<file path="config.mk">
export PLATFORM = sky130hd
export DESIGN_NAME = camera_frame_ctrl
export DESIGN_NICKNAME = d
export VERILOG_FILES = /design/src/rtl/camera_pkg.sv /design/src/rtl/frame_rd_fifo.sv /design/src/rtl/camera_frame_ctrl.sv
export SDC_FILE = /design/constraint.sdc
export NUM_CORES = 1
export LEC_CHECK = 0
export CAP_MARGIN = 25
export CELL_PAD_IN_SITES_DETAIL_PLACEMENT = 2
export CELL_PAD_IN_SITES_GLOBAL_PLACEMENT = 2
export CORE_AREA = 5 5 187 99
export CTS_CLUSTER_DIAMETER = 50
export CTS_CLUSTER_SIZE = 14
export DETAILED_ROUTE_END_ITERATION = 8
export DIE_AREA = 0 0 192 104
export PLACE_DENSITY = 0.87
export SYNTH_ARGS = -nofsm -noshare
export SYNTH_HDL_FRONTEND = slang
export SYNTH_SLANG_ARGS = --single-unit
</file>
<file path="constraint.sdc">
create_clock -name HCLK -period 10.8 [get_ports HCLK]
set_input_delay 3.24 -clock HCLK [delete_from_list [all_inputs] [get_ports HCLK]]
set_output_delay 3.24 -clock HCLK [all_outputs]
set_load 0.02 [all_outputs]
</file>
<file path="src/rtl/camera_pkg.sv">
// Shared constants for the camera frame controller: default geometry, stream word layout and
// controller state encodings.
package camera_pkg;

  localparam int unsigned CAM_ADDR_W      = 13;
  localparam int unsigned CAM_FRAME_WORDS = 2400;
  localparam int unsigned CAM_DATA_W      = 32;
  // FIFO entry carries the stream word plus its end-of-frame tag in the MSB
  localparam int unsigned CAM_FIFO_W      = CAM_DATA_W + 1;

  localparam logic [2:0] ST_IDLE  = 3'd0;
  localparam logic [2:0] ST_ARM   = 3'd1;
  localparam logic [2:0] ST_READ  = 3'd2;
  localparam logic [2:0] ST_DRAIN = 3'd3;
  localparam logic [2:0] ST_DROP  = 3'd4;

  function automatic logic cam_holds_capture(input logic [2:0] st);
    return (st == ST_ARM) || (st == ST_READ) || (st == ST_DRAIN);
  endfunction

endpackage

</file>
<file path="src/rtl/frame_rd_fifo.sv">
// Two-entry FIFO between the RAM read port and the output stream; each entry is a data word
// plus its last tag. Flush wins over push and pop in the same cycle.
module frame_rd_fifo
  import camera_pkg::*;
(
  input  logic                  i_clk,
  input  logic                  i_rst,
  input  logic                  i_flush,
  input  logic                  i_push,
  input  logic [CAM_FIFO_W-1:0] i_wdata,
  input  logic                  i_pop,
  output logic [CAM_FIFO_W-1:0] o_rdata,
  output logic [1:0]            o_count
);

  logic [CAM_FIFO_W-1:0] r_mem0;
  logic [CAM_FIFO_W-1:0] r_mem1;
  logic                  r_wptr;
  logic                  r_rptr;
  logic [1:0]            r_count;
  logic                  w_push;
  logic                  w_pop;

  assign w_pop  = i_pop & (r_count != 2'd0);
  // A push into a full FIFO is only legal when the head leaves in the same cycle
  assign w_push = i_push & ((r_count != 2'd2) | w_pop);

  always_ff @(posedge i_clk or posedge i_rst) begin
    if (i_rst) begin
      r_mem0  <= '0;
      r_mem1  <= '0;
      r_wptr  <= 1'b0;
      r_rptr  <= 1'b0;
      r_count <= 2'd0;
    end else if (i_flush) begin
      r_wptr  <= 1'b0;
      r_rptr  <= 1'b0;
      r_count <= 2'd0;
    end else begin
      if (w_push) begin
        if (r_wptr) begin
          r_mem1 <= i_wdata;
        end else begin
          r_mem0 <= i_wdata;
        end
        r_wptr <= ~r_wptr;
      end
      if (w_pop) begin
        r_rptr <= ~r_rptr;
      end
      case ({w_push, w_pop})
        2'b10:   r_count <= r_count + 2'd1;
        2'b01:   r_count <= r_count - 2'd1;
        default: r_count <= r_count;
      endcase
    end
  end

  assign o_rdata = r_rptr ? r_mem1 : r_mem0;
  assign o_count = r_count;

endmodule

</file>
<file path="src/rtl/camera_frame_ctrl.sv">
// Frame controller: arms the capture block, then streams the frozen frame buffer out of the
// dual-port RAM as a 32-bit valid/ready stream with a two-deep read pipeline.
module camera_frame_ctrl
  import camera_pkg::*;
#(
  parameter int unsigned ADDR_W      = CAM_ADDR_W,
  parameter int unsigned FRAME_WORDS = CAM_FRAME_WORDS,
  parameter logic [23:0] TIMEOUT_CYC = 24'd10_000_000
) (
  input  logic              HCLK,
  input  logic              HRESET,
  input  logic              start,
  input  logic              cont_mode,
  input  logic              abort,
  output logic              cap_valid,
  input  logic              cap_ready,
  output logic [ADDR_W-1:0] ram_raddr,
  input  logic [31:0]       ram_rdata,
  output logic [31:0]       s_data,
  output logic              s_valid,
  input  logic              s_ready,
  output logic              s_last,
  output logic              busy,
  output logic              frame_done,
  output logic              timeout_err,
  output logic [15:0]       frame_cnt
);

  localparam logic [ADDR_W-1:0] LAST_ADDR = ADDR_W'(FRAME_WORDS - 1);

  logic [2:0]            r_state;
  logic [2:0]            w_state_d;
  logic [23:0]           r_timer;
  logic [ADDR_W-1:0]     r_raddr;
  logic                  r_inflight;
  logic                  r_inflight_last;
  logic [15:0]           r_frame_cnt;
  logic                  r_no_rearm;

  logic                  w_active;
  logic                  w_lost;
  logic                  w_kill;
  logic                  w_timeout;
  logic                  w_fifo_valid;
  logic                  w_pop;
  logic                  w_credit;
  logic                  w_issue;
  logic                  w_issue_last;
  logic                  w_frame_done;
  logic [CAM_FIFO_W-1:0] w_fifo_rdata;
  logic [1:0]            w_fifo_count;

  assign w_active = cam_holds_capture(r_state);
  // Capture releasing the buffer mid-readout means the frame contents can no longer be trusted
  assign w_lost   = ((r_state == ST_READ) || (r_state == ST_DRAIN)) & ~cap_ready;
  assign w_kill   = (w_active & abort) | w_lost;

  assign w_timeout = (r_state == ST_ARM) & ~abort & ~cap_ready & (TIMEOUT_CYC != 24'd0) &
                     (r_timer == (TIMEOUT_CYC - 24'd1));

  assign w_fifo_valid = (w_fifo_count != 2'd0);
  assign w_pop        = w_fifo_valid & ~w_kill & s_ready;

  // Words issued but not yet consumed stay at most two; a pop in this cycle frees a slot
  assign w_credit     = (({1'b0, w_fifo_count} + {2'b00, r_inflight}) < 3'd2) | w_pop;
  assign w_issue      = (r_state == ST_READ) & ~w_kill & w_credit;
  assign w_issue_last = w_issue & (r_raddr == LAST_ADDR);
  assign w_frame_done = (r_state == ST_DRAIN) & w_pop & w_fifo_rdata[CAM_FIFO_W-1];

  always_comb begin
    w_state_d = r_state;
    case (r_state)
      ST_IDLE: begin
        if (start & ~abort) w_state_d = ST_ARM;
      end
      ST_ARM: begin
        if (abort) begin
          w_state_d = ST_DROP;
        end else if (cap_ready) begin
          w_state_d = ST_READ;
        end else if (w_timeout) begin
          w_state_d = ST_DROP;
        end
      end
      ST_READ: begin
        if (w_kill) begin
          w_state_d = ST_DROP;
        end else if (w_issue_last) begin
          w_state_d = ST_DRAIN;
        end
      end
      ST_DRAIN: begin
        if (w_kill || w_frame_done) w_state_d = ST_DROP;
      end
      ST_DROP: begin
        if (!cap_ready) begin
          w_state_d = (cont_mode & ~r_no_rearm & ~abort) ? ST_ARM : ST_IDLE;
        end
      end
      default: w_state_d = ST_IDLE;
    endcase
  end

  always_ff @(posedge HCLK or posedge HRESET) begin
    if (HRESET) begin
      r_state         <= ST_IDLE;
      r_timer         <= 24'd0;
      r_raddr         <= '0;
      r_inflight      <= 1'b0;
      r_inflight_last <= 1'b0;
      r_frame_cnt     <= 16'd0;
      r_no_rearm      <= 1'b0;
    end else begin
      r_state         <= w_state_d;
      r_timer         <= ((r_state == ST_ARM) && (w_state_d == ST_ARM)) ? r_timer + 24'd1 : 24'd0;
      r_inflight      <= w_issue;
      r_inflight_last <= w_issue_last;

      if ((r_state == ST_ARM) && (w_state_d == ST_READ)) begin
        r_raddr <= '0;
      end else if (w_issue && !w_issue_last) begin
        r_raddr <= r_raddr + 1'b1;
      end

      if (w_frame_done) begin
        r_frame_cnt <= r_frame_cnt + 16'd1;
      end

      // Aborted or timed-out frames must not re-arm, even in continuous mode
      if ((r_state == ST_DROP) && (w_state_d != ST_DROP)) begin
        r_no_rearm <= 1'b0;
      end else if ((w_active & abort) | w_timeout | ((r_state == ST_DROP) & abort)) begin
        r_no_rearm <= 1'b1;
      end
    end
  end

  frame_rd_fifo u_fifo (
    .i_clk   (HCLK),
    .i_rst   (HRESET),
    .i_flush (w_kill),
    .i_push  (r_inflight),
    .i_wdata ({r_inflight_last, ram_rdata}),
    .i_pop   (w_pop),
    .o_rdata (w_fifo_rdata),
    .o_count (w_fifo_count)
  );

  assign cap_valid   = w_active;
  assign busy        = (r_state != ST_IDLE);
  assign ram_raddr   = r_raddr;
  assign s_data      = w_fifo_rdata[CAM_DATA_W-1:0];
  assign s_valid     = w_fifo_valid & ~w_kill;
  assign s_last      = w_fifo_rdata[CAM_FIFO_W-1] & s_valid;
  assign frame_done  = w_frame_done;
  assign timeout_err = w_timeout;
  assign frame_cnt   = r_frame_cnt;

endmodule
</file>
; After elaboration in Yosys (flattened, before gate mapping)
; Index checks and enable logic that the tools add are counted.
; Widths: inputs -> output; s select.
[classes]
n_addsub = 6
multipliers = 0
div = 0
n_lt_le_gt_ge = 1
eq_ne = 12
shift = 0
n_mux = 22
n_bitwise = 30
reduce_logical = 19
[ops]
columns = op, count
row1 = $mux 33, 1
row2 = $mux 13, 2
row3 = $add 24x1->24 const B, 1
row4 = $eq 24x24->1 const B, 1
row5 = $mux 24, 1
row6 = $mux 3, 8
row7 = $and 1x1->1, 19
row8 = $add 16x1->16 const B, 1
row9 = $pmux 3 s5, 1
row10 = $add 13x1->13 const B, 1
row11 = $eq 13x12->1 const B, 1
row12 = $reduce_bool 2->1, 5
row13 = $eq 3x2->1 const B, 3
row14 = $mux 1, 7
row15 = $eq 3x1->1 const B, 2
row16 = $not 1->1, 6
row17 = $reduce_and 3->1, 2
row18 = $reduce_bool 3->1, 2
row19 = $or 1x1->1, 5
row20 = $logic_and 1x1->1, 4
row21 = $logic_or 1x1->1, 4
row22 = $pmux 2 s2, 1
row23 = $add 2x1->3, 1
row24 = $eq 3x3->1 const B, 1
row25 = other kinds (10), 10
[totals]
register_bits = 129
latch_bits = 0
mem_bits_rw = 0
rom_bits = 0
mem_count = 0

; Depth between registers and ports, before layout
[logic_depth]
word_depth = 17
depth_mapped = 7

; Hierarchy
; From an unflattened synthesis, not the netlist that was laid out.
[hier_totals]
hier_cells = 524
area_unflattened_um2 = 6308.6
[by_module_without_submodules]
columns = mod, n_inst, cells_each, area_per_inst_um2, seq_area_each_um2
row1 = frame_rd_fifo, 1, 203, 3214.3, 1751.7
row2 = camera_frame_ctrl, 1, 321, 3094.2, 1476.4

; Least setup slack after synthesis
; No wires, ideal clock.
[synth_path]
path_kind = in2out
from = input s_ready
to = output frame_done
arrival_ns = 4.350
required_time_ns = 7.560
setup_slack_ns = 3.210
path_stages = 4
n_path_buf = 2
cell_sequence = clkbuf_2 o21ai_0 nor4_4 buf_2
[synth_via]
elab_chain_len = 3
[synth_lines]
columns = element, line_no
row1 = "start, declared", camera_frame_ctrl.sv:21  ; input logic s_ready,
row2 = $and 1x1->1, camera_frame_ctrl.sv:62  ; assign w_pop = w_fifo_valid & ~w_kill & s_ready;
row3 = $and 1x1->1 (2 in series), camera_frame_ctrl.sv:68  ; assign w_frame_done = (r_state == ST_DRAIN) & w_pop & w_fifo_rdata[CAM_FIFO_W-1];
row4 = "end, declared", camera_frame_ctrl.sv:24  ; output logic frame_done,
; No other way between the ends.

; Final worst setup path
; Same ends and word-level chain as after synthesis.

==> reports/metrics.yaml <==
timing:
  period_minus_slack_ns: 8.760
  finClkSkew_ns: 0.01249
  finalCritPeriodShare_pct: 81.11
  rsz0062_at_grt: "no"
  max_freq_mhz: 114.2
  totalNegativeSetupSlack_ns: 0
  slew_violations: 0
  hold_viol: 0
  slew_headroom_pct: 40.04
  setup_viol: 0
  worstMarginPinSlew_ns: 0.8945
yosys:
  yosys.cell_count.top_type: "dfrtp_1"
  synthSimpleGateAreaFrac_pct: 14.92
  synth.top_cell.area_share_pct: 52.24
  synth-adder-area-share_pct: 0.6074
  synthMuxAreaShare_pct: 19.66
  seq_area_frac_synth_pct: 52.24
  yosysWarningCount: 0
  netlist_area_um2: 6180
  syn_nets: 565
  synth_compound_area_share_pct: 5.042
  synth_top_cells_by_count: "129 x dfrtp_1, 94 x mux2_2, 28 x nand2_1, 28 x nor2_1, 26 x xnor2_1"
  synth_edf_count: 0
  synth.avg_cell_area_um2: 11.82
  synth.ff_latch_count: 129
  synth.area.top_cells: "dfrtp_1 52%, mux2_2 17%, xnor2_1 3.7%"
  synth_xor_area_share_pct: 4.252
  synth-main-ff-cell: "dfrtp_1"
  syn_inst: 523
  async_flop_share_pct: 100.0
  ys_types: 52
  yosysTopAreaCell: "dfrtp_1"
  synth_top_family_by_area: "multiplexers"
layout:
  drive_above_1_share_pct: 22.00
  filler_cell_count: 1647
  diodes: 0
  ff_latch_area_um2: 3228
  finalNetCount: 670
  syn_to_final_growth_pct: 29.86
  multi_input_area_um2: 2749
die:
  die_h_um: 104
  die-area_um2: 19970
  die_x_um: 192
  start_util_pct: 36.78
  io_pins: 106
  coreArea_um2: 16800
  rows: 34
place:
  hpwl_um: 12780
  gp_congestion: 0.7779
  numPortBuffers: 105
setup_path:
  critPathKind: "in2out"
  crit_path_max_fanout: 17
  cp.arrival_ns: 5.52
  cp-end-kind: "output port"
  start_kind: "input port"
  crit_required_ns: 7.56
power:
  p_leak_uw: 0.003468
  swShare_pct: 30.53
  p_sw_uw: 448.1
  ir_worst_vdd_mv: 0.1253
  clkPwrFrac_pct: 36.9
  seqPwrFrac_pct: 39.7
  intPower_uw: 1020
  p_per_area_nw_per_um2: 182.9
  total_power_uw: 1468
  combPwrFrac_pct: 23.4
min_path:
  worstHoldPathType: "reg2reg"
clock_tree:
  cts-buffers-inserted: 17
  clk_path_buf_depth: 2
  cts_resized: 0
  clkTransAtPathRegs_ns: 0.06
  hold_buffers: 0
  clk_latency_ns: 0.43
  cts.sinks: 129
  post_cts_buffers: 0
  root_buffer: "clkbuf_16"
  htree_levels: 4
  cts_tree: "done"
status:
  status: "finished, final reports clean"
drt:
  routed_wirelength_um: 19180
  dr.pass1.iters: 4
  drcViolationCount: 0
  vias: 4634
  drt.antenna.violating_nets: 0
  post_drt_wl_per_cell_um: 21.92
  dr.first_iter.drc_count: 200
  vias_per_cell: 5.296
global_route:
  grt_pass1_wl_um: 31020
  antenna_found_initial: 1
  gr-total-overflow: 0
  track_usage_pct: 19.73
  grt_pass1_vias: 5316
  grt_max_degree: 80
job:
  drv_cap: 0
critical path, stage by stage:
cell,delay [ns]
clkdlybuf4s50_1,0.65
o21ai_0,0.34
nor4_4,0.35
buf_4,0.27
clkdlybuf4s50_1,0.64
flip-flops by register name, summed over array words and instances, names as in the netlist:
register / cells
u_fifo.r_wptr: 1
frame_cnt: 16
u_fifo.o_count: 2
r_inflight: 1
u_fifo.r_mem1: 33
r_inflight_last: 1
r_timer: 24
ram_raddr: 13
r_no_rearm: 1
u_fifo.r_mem0: 33
u_fifo.r_rptr: 1
r_state: 3
placed cells by master, fill, tap and decap left out, types with 6 or more instances in the layout:
cell type / count
or3_1: 11
nand3_1: 20
dfrtp_1: 129
nand4_1: 16
o31ai_1: 6
nand2_1: 28
inv_1: 13
a21oi_1: 13
nor3_1: 11
or4_1: 7
clkdlybuf4s50_1: 105
o21ai_0: 14
clkbuf_16: 17
mux2_2: 94
nor2_1: 28
and3_1: 8
xnor2_1: 26
mux2i_1: 10
layer usage:
metal  vias to the layer above  global-route usage [%]  wire length, µm
met1                      2415                   25.76             8825
met3                        24                   5.466              856
met5                         -                       0                7
li1                       2100                       -                -
met2                        93                   32.68             9275
met4                         2                   4.629              220
layout make-up:
| type | count | area share, % |
|---|---|---|
| sequential | 129 | 40.22 |
| inverter | 14 | 0.6860 |
| timing repair buffer | 112 | 14.25 |
| clock buffer | 19 | 5.644 |
| tap | 234 | 3.648 |
| clock inverter | 13 | 1.294 |
| multi-input combinational | 354 | 34.25 |
path summary, 6_finish.rpt:
kind                                           start                       endpoint  slack (ns)  cells past startpoint
max reg2reg                     r_state[1]$_DFF_PP0_  u_fifo.r_mem0[12]$_DFFE_PP0P_        8.20                      5
max                                          s_ready                     frame_done        2.04                      5
max in group asynchronous                     HRESET          r_timer[10]$_DFF_PP0_        6.44                      4
min                        frame_cnt[15]$_DFFE_PP0P_      frame_cnt[15]$_DFFE_PP0P_        0.49                      1
min reg2reg                frame_cnt[15]$_DFFE_PP0P_      frame_cnt[15]$_DFFE_PP0P_        0.49                      1
min in group asynchronous                     HRESET      frame_cnt[15]$_DFFE_PP0P_        3.28                      2
kinds of logic (layout without fill, tap and decap cells):
group / count (synthesis) / count (layout)
and+or+nand+nor: 163 / 163
adders and majority gates: 3 / 3
buffers and inverters: 40 / 158
AOI/OAI and AO/OA: 49 / 49
DFF: 129 / 129
muxes: 109 / 109
xor gates and xnor gates: 30 / 30
power by group through the flow:
stage               Clock, µW  Sequential (µW)  Combinational, µW
detailed placement          0              589                341
floorplan                   0              570                208
global placement            0              580                328
finish                    542              583                343
CTS                       554              583                348
global route              579              590                366
per-stage QoR:
step                      cell area [µm²]  utilization (%)  instances  worst slack [ns]  hold WS [ns]
final                                8025            47.76        875             2.040        0.4898
after global routing                 8025            47.76        875             1.946        0.5090
after CTS                            7998            47.59        874             2.026        0.5039
after detailed placement             7441            44.28        842             2.085        0.4882
after global placement               7413            44.12        841             2.130        0.4679
after floorplan                      6180                -        523             3.210        0.4585
(Power assumes the default switching activity.)
